**src/rtl/id_ex_skid_reg.sv**
```systemverilog
// ID/EX boundary register built as a 2-entry skid buffer.
// Registered valid/ready on both sides, with flush and sync reset.
module id_ex_skid_reg #(
    parameter int DATA_WIDTH = 8,
    parameter int OP_WIDTH   = 4,
    parameter int RD_WIDTH   = 3
) (
    input  logic                  clk,
    input  logic                  rst,
    input  logic                  flush,
    input  logic                  in_valid,
    output logic                  in_ready,
    input  logic [DATA_WIDTH-1:0] in_rs_a,
    input  logic [DATA_WIDTH-1:0] in_rs_b,
    input  logic [DATA_WIDTH-1:0] in_imm,
    input  logic                  in_alu_src,
    input  logic [OP_WIDTH-1:0]   in_alu_op,
    input  logic [RD_WIDTH-1:0]   in_rd,
    input  logic                  in_reg_write,
    output logic                  out_valid,
    input  logic                  out_ready,
    output logic [DATA_WIDTH-1:0] out_rs_a,
    output logic [DATA_WIDTH-1:0] out_rs_b,
    output logic [DATA_WIDTH-1:0] out_imm,
    output logic                  out_alu_src,
    output logic [OP_WIDTH-1:0]   out_alu_op,
    output logic [RD_WIDTH-1:0]   out_rd,
    output logic                  out_reg_write
);

    typedef struct packed {
        logic [DATA_WIDTH-1:0] rs_a;
        logic [DATA_WIDTH-1:0] rs_b;
        logic [DATA_WIDTH-1:0] imm;
        logic                  alu_src;
        logic [OP_WIDTH-1:0]   alu_op;
        logic [RD_WIDTH-1:0]   rd;
        logic                  reg_write;
    } id_ex_t;

    typedef enum logic [1:0] {
        S_EMPTY,
        S_ONE,
        S_TWO
    } state_t;

    state_t state;
    id_ex_t main_q;
    id_ex_t skid_q;
    id_ex_t in_pl;
    logic   in_ready_q;
    logic   out_valid_q;
    logic   in_xfer;
    logic   out_xfer;

    assign in_pl = '{
        rs_a:      in_rs_a,
        rs_b:      in_rs_b,
        imm:       in_imm,
        alu_src:   in_alu_src,
        alu_op:    in_alu_op,
        rd:        in_rd,
        reg_write: in_reg_write
    };

    assign in_xfer  = in_valid & in_ready_q;
    assign out_xfer = out_valid_q & out_ready;

    // Occupancy FSM; ready/valid are flops updated alongside state.
    always_ff @(posedge clk) begin
        if (rst) begin
            state       <= S_EMPTY;
            in_ready_q  <= 1'b1;
            out_valid_q <= 1'b0;
            main_q      <= '0;
            skid_q      <= '0;
        end else if (flush) begin
            state       <= S_EMPTY;
            in_ready_q  <= 1'b1;
            out_valid_q <= 1'b0;
        end else begin
            unique case (state)
                S_EMPTY: begin
                    if (in_xfer) begin
                        main_q      <= in_pl;
                        state       <= S_ONE;
                        out_valid_q <= 1'b1;
                    end
                end
                S_ONE: begin
                    unique case (1'b1)
                        (in_xfer & out_xfer): begin
                            main_q <= in_pl;
                        end
                        (in_xfer & ~out_xfer): begin
                            skid_q     <= in_pl;
                            state      <= S_TWO;
                            in_ready_q <= 1'b0;
                        end
                        (~in_xfer & out_xfer): begin
                            state       <= S_EMPTY;
                            out_valid_q <= 1'b0;
                        end
                        default: begin
                        end
                    endcase
                end
                S_TWO: begin
                    if (out_xfer) begin
                        main_q     <= skid_q;
                        state      <= S_ONE;
                        in_ready_q <= 1'b1;
                    end
                end
                default: begin
                    state       <= S_EMPTY;
                    in_ready_q  <= 1'b1;
                    out_valid_q <= 1'b0;
                end
            endcase
        end
    end

    assign in_ready      = in_ready_q;
    assign out_valid     = out_valid_q;
    assign out_rs_a      = main_q.rs_a;
    assign out_rs_b      = main_q.rs_b;
    assign out_imm       = main_q.imm;
    assign out_alu_src   = main_q.alu_src;
    assign out_alu_op    = main_q.alu_op;
    assign out_rd        = main_q.rd;
    assign out_reg_write = main_q.reg_write & out_valid_q;

endmodule

```
**config.mk**
```make
export PLATFORM = sky130hd
export DESIGN_NAME = id_ex_skid_reg
export DESIGN_NICKNAME = d
export VERILOG_FILES = /design/src/rtl/id_ex_skid_reg.sv
export SDC_FILE = /design/constraint.sdc
export NUM_CORES = 1
export LEC_CHECK = 0
export ABC_CLOCK_PERIOD_IN_PS = 2800
export CORE_ASPECT_RATIO = 1.25
export CORE_MARGIN = 3
export CORE_UTILIZATION = 42
export DETAILED_ROUTE_END_ITERATION = 10
export PLACE_DENSITY = 0.68
export SLEW_MARGIN = 10
export SYNTH_ARGS = -nofsm -noshare
export SYNTH_HDL_FRONTEND = slang
export SYNTH_SLANG_ARGS = --single-unit
```
**constraint.sdc**
```tcl
create_clock -name clk -period 2.8 [get_ports clk]
set_input_delay 0.84 -clock clk [delete_from_list [all_inputs] [get_ports clk]]
set_output_delay 0.84 -clock clk [all_outputs]
set_load 0.01 [all_outputs]
```
==> summary.log <==
[placed_design] Setup WS pre-CTS 110 ps
[die] initial cell density of the core 44.4%
[die] area of the core 7580 um2
[grt] maximum number of pins on one net before global-route repair 39
[critical_path] category of the worst setup path capture point register
[logic_synthesis] gate count after technology mapping 363
[placed_design] HPWL after DPL 4920 um
[grt] first-pass GRT wire length 12,300 um
[sta] count of final hold-check violations 0
[die] I/O pin cnt 73
[logic_synthesis] Post-synth ARST share 0%
[cts] clock tree from TritonCTS built
[critical_path] Critical Path AT 2570 ps
[power_and_ir_drop] share of total power in combinational logic 18.4%
[critical_path] category of the worst setup path launch point input pin
[power_and_ir_drop] Flop pwr share 49.2%
[die] area of the die 9120 um2
[finish] # diodes 0
[die] Chip Width 86.0 um
[min_path] hold-critical path depth 2
[sta] final clock skew 6.44 ps
[logic_synthesis] sequential-to-total area share from yosys stat 41.7%
[logic_synthesis] dominant cell by count in the synthesized netlist sky130_fd_sc_hd__dfxtp_1
[critical_path] Max stage delay cell, worst path sky130_fd_sc_hd__clkdlybuf4s50_1
[grt] initial antenna violation count 0
[critical_path] Crit path max-delay family buffers and inverters
[run_status] run status finished, final reports clean
[die] row cnt 35
[power_and_ir_drop] Lkg Pwr 1.62 nW
[placed_design] placer's final routability congestion estimate 0.853
[cts] number of CTS-inserted buffers 9
[critical_path] Critical Path Source out_ready
[min_path] Hold Path Origin skid_q[13]$_SDFFE_PP0P_
[power_and_ir_drop] maximum ir drop on the vdd rail 287 uV
[cts] hold-fix buffers at CTS 0
[drt] Routed Antenna Nets 0
[min_path] endpoint with the worst hold slack skid_q[13]$_SDFFE_PP0P_
[logic_synthesis] library cell with the largest summed area after synthesis sky130_fd_sc_hd__dfxtp_1
[sta] fmax 0.430 GHz
[cts] post-CTS setup buffer count 0
[power_and_ir_drop] power density over the cells 535 nW/um2
[cts] Worst-path clk slew 70 ps
[sta] total negative slack 0 ps
[logic_synthesis] commonest cells in the synthesized netlist sky130_fd_sc_hd__dfxtp_1 (70), sky130_fd_sc_hd__nand2_1 (69), sky130_fd_sc_hd__a21oi_1 (68)
[drt] Iter 0 DRT Violations 111
[critical_path] longest individual stage delay on the worst path 460 ps
[sta] worst setup slack after layout 476 ps
[critical_path] Crit Path Category input pin to register
[cts] number of cells upsized or downsized after cts 0
[drt] number of DRC violations after detailed routing 0
[critical_path] R2R setup slack 970 ps
[drt] Initial DRT Pass Iterations 4
[logic_synthesis] number of enable-type register cells in the synthesized netlist 0
[finish] # nets final 439
[finish] share of cells above drive strength 1 15.9%
[logic_synthesis] dominant register cell in the synthesized netlist sky130_fd_sc_hd__dfxtp_1
[sta] Max-Slew Margin vs Limit 68.2%
[critical_path] cells along the critical path clkdlybuf4s50_1 -> nand2_1 -> inv_1 -> ha_1 -> nand2b_4 -> a21oi_4 -> buf_4 -> a21oi_1 -> a211oi_1
[logic_synthesis] nets in the synthesized netlist 404
[logic_synthesis] area share of the largest cell type after synthesis 41.7%
[grt] vias in the first global route 2,587
[critical_path] crit path buf inv count 3
[logic_synthesis] syn avg cell area 9.26 um2
[logic_synthesis] top cells by area, synth sky130_fd_sc_hd__dfxtp_1 (42%), sky130_fd_sc_hd__a211oi_2 (11%), sky130_fd_sc_hd__a21oi_1 (10%)
[grt] Overflow after GRT 0
[placed_design] standard cell area after detailed placement 3930 um2
[sta] transition at the pin with the smallest max-transition slack 477 ps
[power_and_ir_drop] design internal power 1.62 mW
[flow_run] number of max-cap violations 0
[logic_synthesis] number of library cell types mapped by synthesis 27
[drt] mean routed wirelength per cell 14.8 um
[critical_path] launch point of the worst reg-to-reg path state[0]$_SDFFE_PP0P_
[drt] ratio of routed vias to standard cells 5.17
[cts] maximum root-to-sink buffer count 2
[logic_synthesis] post-synthesis instance area 3360 um2
[critical_path] critical path required time 3050 ps
[critical_path] number of cells on the worst reg-to-reg path 4
[drt] WL final 7340 um
[drt] Via Count 2,556
[power_and_ir_drop] net switching share of the total power 26.0%
[die] die span in y 106 um
[sta] final slew viol count 0
[power_and_ir_drop] switching power 570 uW
[placed_design] count of input and output buffers 72
[sta] final setup violation count 0
[cts] insertion delay of the later-clocked pin in the worst-skew pair 340 ps
[critical_path] maximum fanout count along the critical path 19
[sta] crit share post-route 83.0%
[cts] Clock Root Buffer sky130_fd_sc_hd__clkbuf_8
[finish] area of all placed cells without fillers 4100 um2
[logic_synthesis] post-synthesis sequential element count 70
[min_path] path class of the lowest-slack min-delay path register to register
[finish] post-synthesis to final-layout area growth 22.0%
[critical_path] RR Endpoint out_alu_op[3]$_SDFFE_PP0P_
[finish] Final Core Density 54.1%
[logic_synthesis] count of synthesis-stage warnings from yosys 0
[cts] Max H-tree Level 3
[cts] CTS sink cnt 70
[grt] GR Util All Layers 17.0%
[power_and_ir_drop] clock share of power 32.4%
[sta] post-layout min period 2320 ps
[sta] setup repair after global routing missed its margin no
[layout by cell type, fill, tap and decap left out]
master                            Yosys  layout
sky130_fd_sc_hd__a211oi_1             3       3
sky130_fd_sc_hd__a211oi_2            30      30
sky130_fd_sc_hd__a21oi_1             68      68
sky130_fd_sc_hd__a21oi_4              0       1
sky130_fd_sc_hd__a22oi_4              1       1
sky130_fd_sc_hd__a2bb2oi_1            1       1
sky130_fd_sc_hd__and2_1               2       1
sky130_fd_sc_hd__and2_2               0       1
sky130_fd_sc_hd__and3_1               1       1
sky130_fd_sc_hd__buf_12               0       3
sky130_fd_sc_hd__buf_2               12       1
sky130_fd_sc_hd__buf_4               36      11
sky130_fd_sc_hd__clkbuf_1             9       3
sky130_fd_sc_hd__clkbuf_8             0      11
sky130_fd_sc_hd__clkdlybuf4s50_1      0      71
sky130_fd_sc_hd__clkinv_2             0       1
sky130_fd_sc_hd__dfxtp_1             70      70
sky130_fd_sc_hd__ha_1                 3       3
sky130_fd_sc_hd__inv_1                5       5
sky130_fd_sc_hd__mux2i_1             33      33
sky130_fd_sc_hd__nand2_1             69      69
sky130_fd_sc_hd__nand2b_2             0       1
sky130_fd_sc_hd__nand2b_4             1       1
sky130_fd_sc_hd__nor2_1               2       2
sky130_fd_sc_hd__nor2b_4              1       1
sky130_fd_sc_hd__nor3_1               3       3
sky130_fd_sc_hd__nor3_4               0       1
sky130_fd_sc_hd__nor4b_1              1       1
sky130_fd_sc_hd__o21ai_0              2       2
sky130_fd_sc_hd__o22ai_1              1       1
sky130_fd_sc_hd__or3_1                1       1
[worst max-delay path by stage]
| stage | endpoint | slack [ps] | cells after the start |
|---|---|---|---|
| 2_1_floorplan | main_q[0]$_SDFFE_PP0P_ | 660 | 9 |
| 3_3_place_gp | out_rs_a[0]$_SDFFE_PP0P_ | 190 | 9 |
| 3_5_place_dp | out_rs_b[6]$_SDFFE_PP0P_ | 110 | 9 |
| 4_1_cts | out_rs_b[6]$_SDFFE_PP0P_ | 500 | 9 |
| 5_1_grt | out_rs_a[0]$_SDFFE_PP0P_ | 320 | 9 |
| 6_report | out_rs_b[6]$_SDFFE_PP0P_ | 480 | 9 |
[state kept, by name, indices dropped and copies added, names as in the netlist]
name and cells:
out_alu_src 1, skid_q 33, out_alu_op 4, out_imm 8, main_q 1, state 2, out_valid 1, in_ready 1
out_rs_a 8, out_rs_b 8, out_rd 3
[worst reg2reg max path, delay by kind of cell, from the launching register on]
kind	cells	cell delay, ps
flops	1	570
buf+inv	1	260
simple gates	1	500
compound gates	1	90
mux	1	290
[power by group through the flow]
stage	Clock, mW	Combinational, mW	Sequential (mW)
2_1_floorplan	0	0.276	1.09
3_3_place_gp	0	0.399	1.10
3_5_place_dp	0	0.407	1.10
4_1_cts	0.738	0.407	1.08
5_1_grt	0.771	0.438	1.09
6_report	0.711	0.403	1.08
[metal layers]
metal	part of all wire [%]	routed length [um]	global-route usage, %
met1	44	3250	20.6
met2	51	3740	28.4
met3	4.7	346	3.10
met4	0	0	8.26
met5	0	0	0
[per-stage QoR]
stage | power [mW] | std cells | hold slack, ps
after detailed placement | 1.51 | 479 | 446
after global placement | 1.50 | 479 | 441
after global routing | 2.30 | 494 | 472
after floorplan | 1.37 | 363 | 436
after CTS | 2.22 | 494 | 456
final | 2.19 | 494 | 454
[layout make-up]
| cell class | count | area [um2] |
|---|---|---|
| Clock inverter | 1 | 5.00 |
| Clock buffer | 14 | 163 |
| Tap cell | 92 | 115 |
| Sequential cell | 70 | 1400 |
| Inverter | 5 | 18.8 |
| Fill cell | 693 | 3480 |
| Timing Repair Buffer | 86 | 858 |
| Multi-Input combinational cell | 226 | 1540 |
[cells by family after synthesis]
kind of cell	share of synthesized area, %
flops	41.7
simple gates	10.7
compound gates	23.6
fa+ha+maj	1.12
buf+inv	13.1
mux	9.83
No activity file was read; power rests on OpenSTA's default activity.
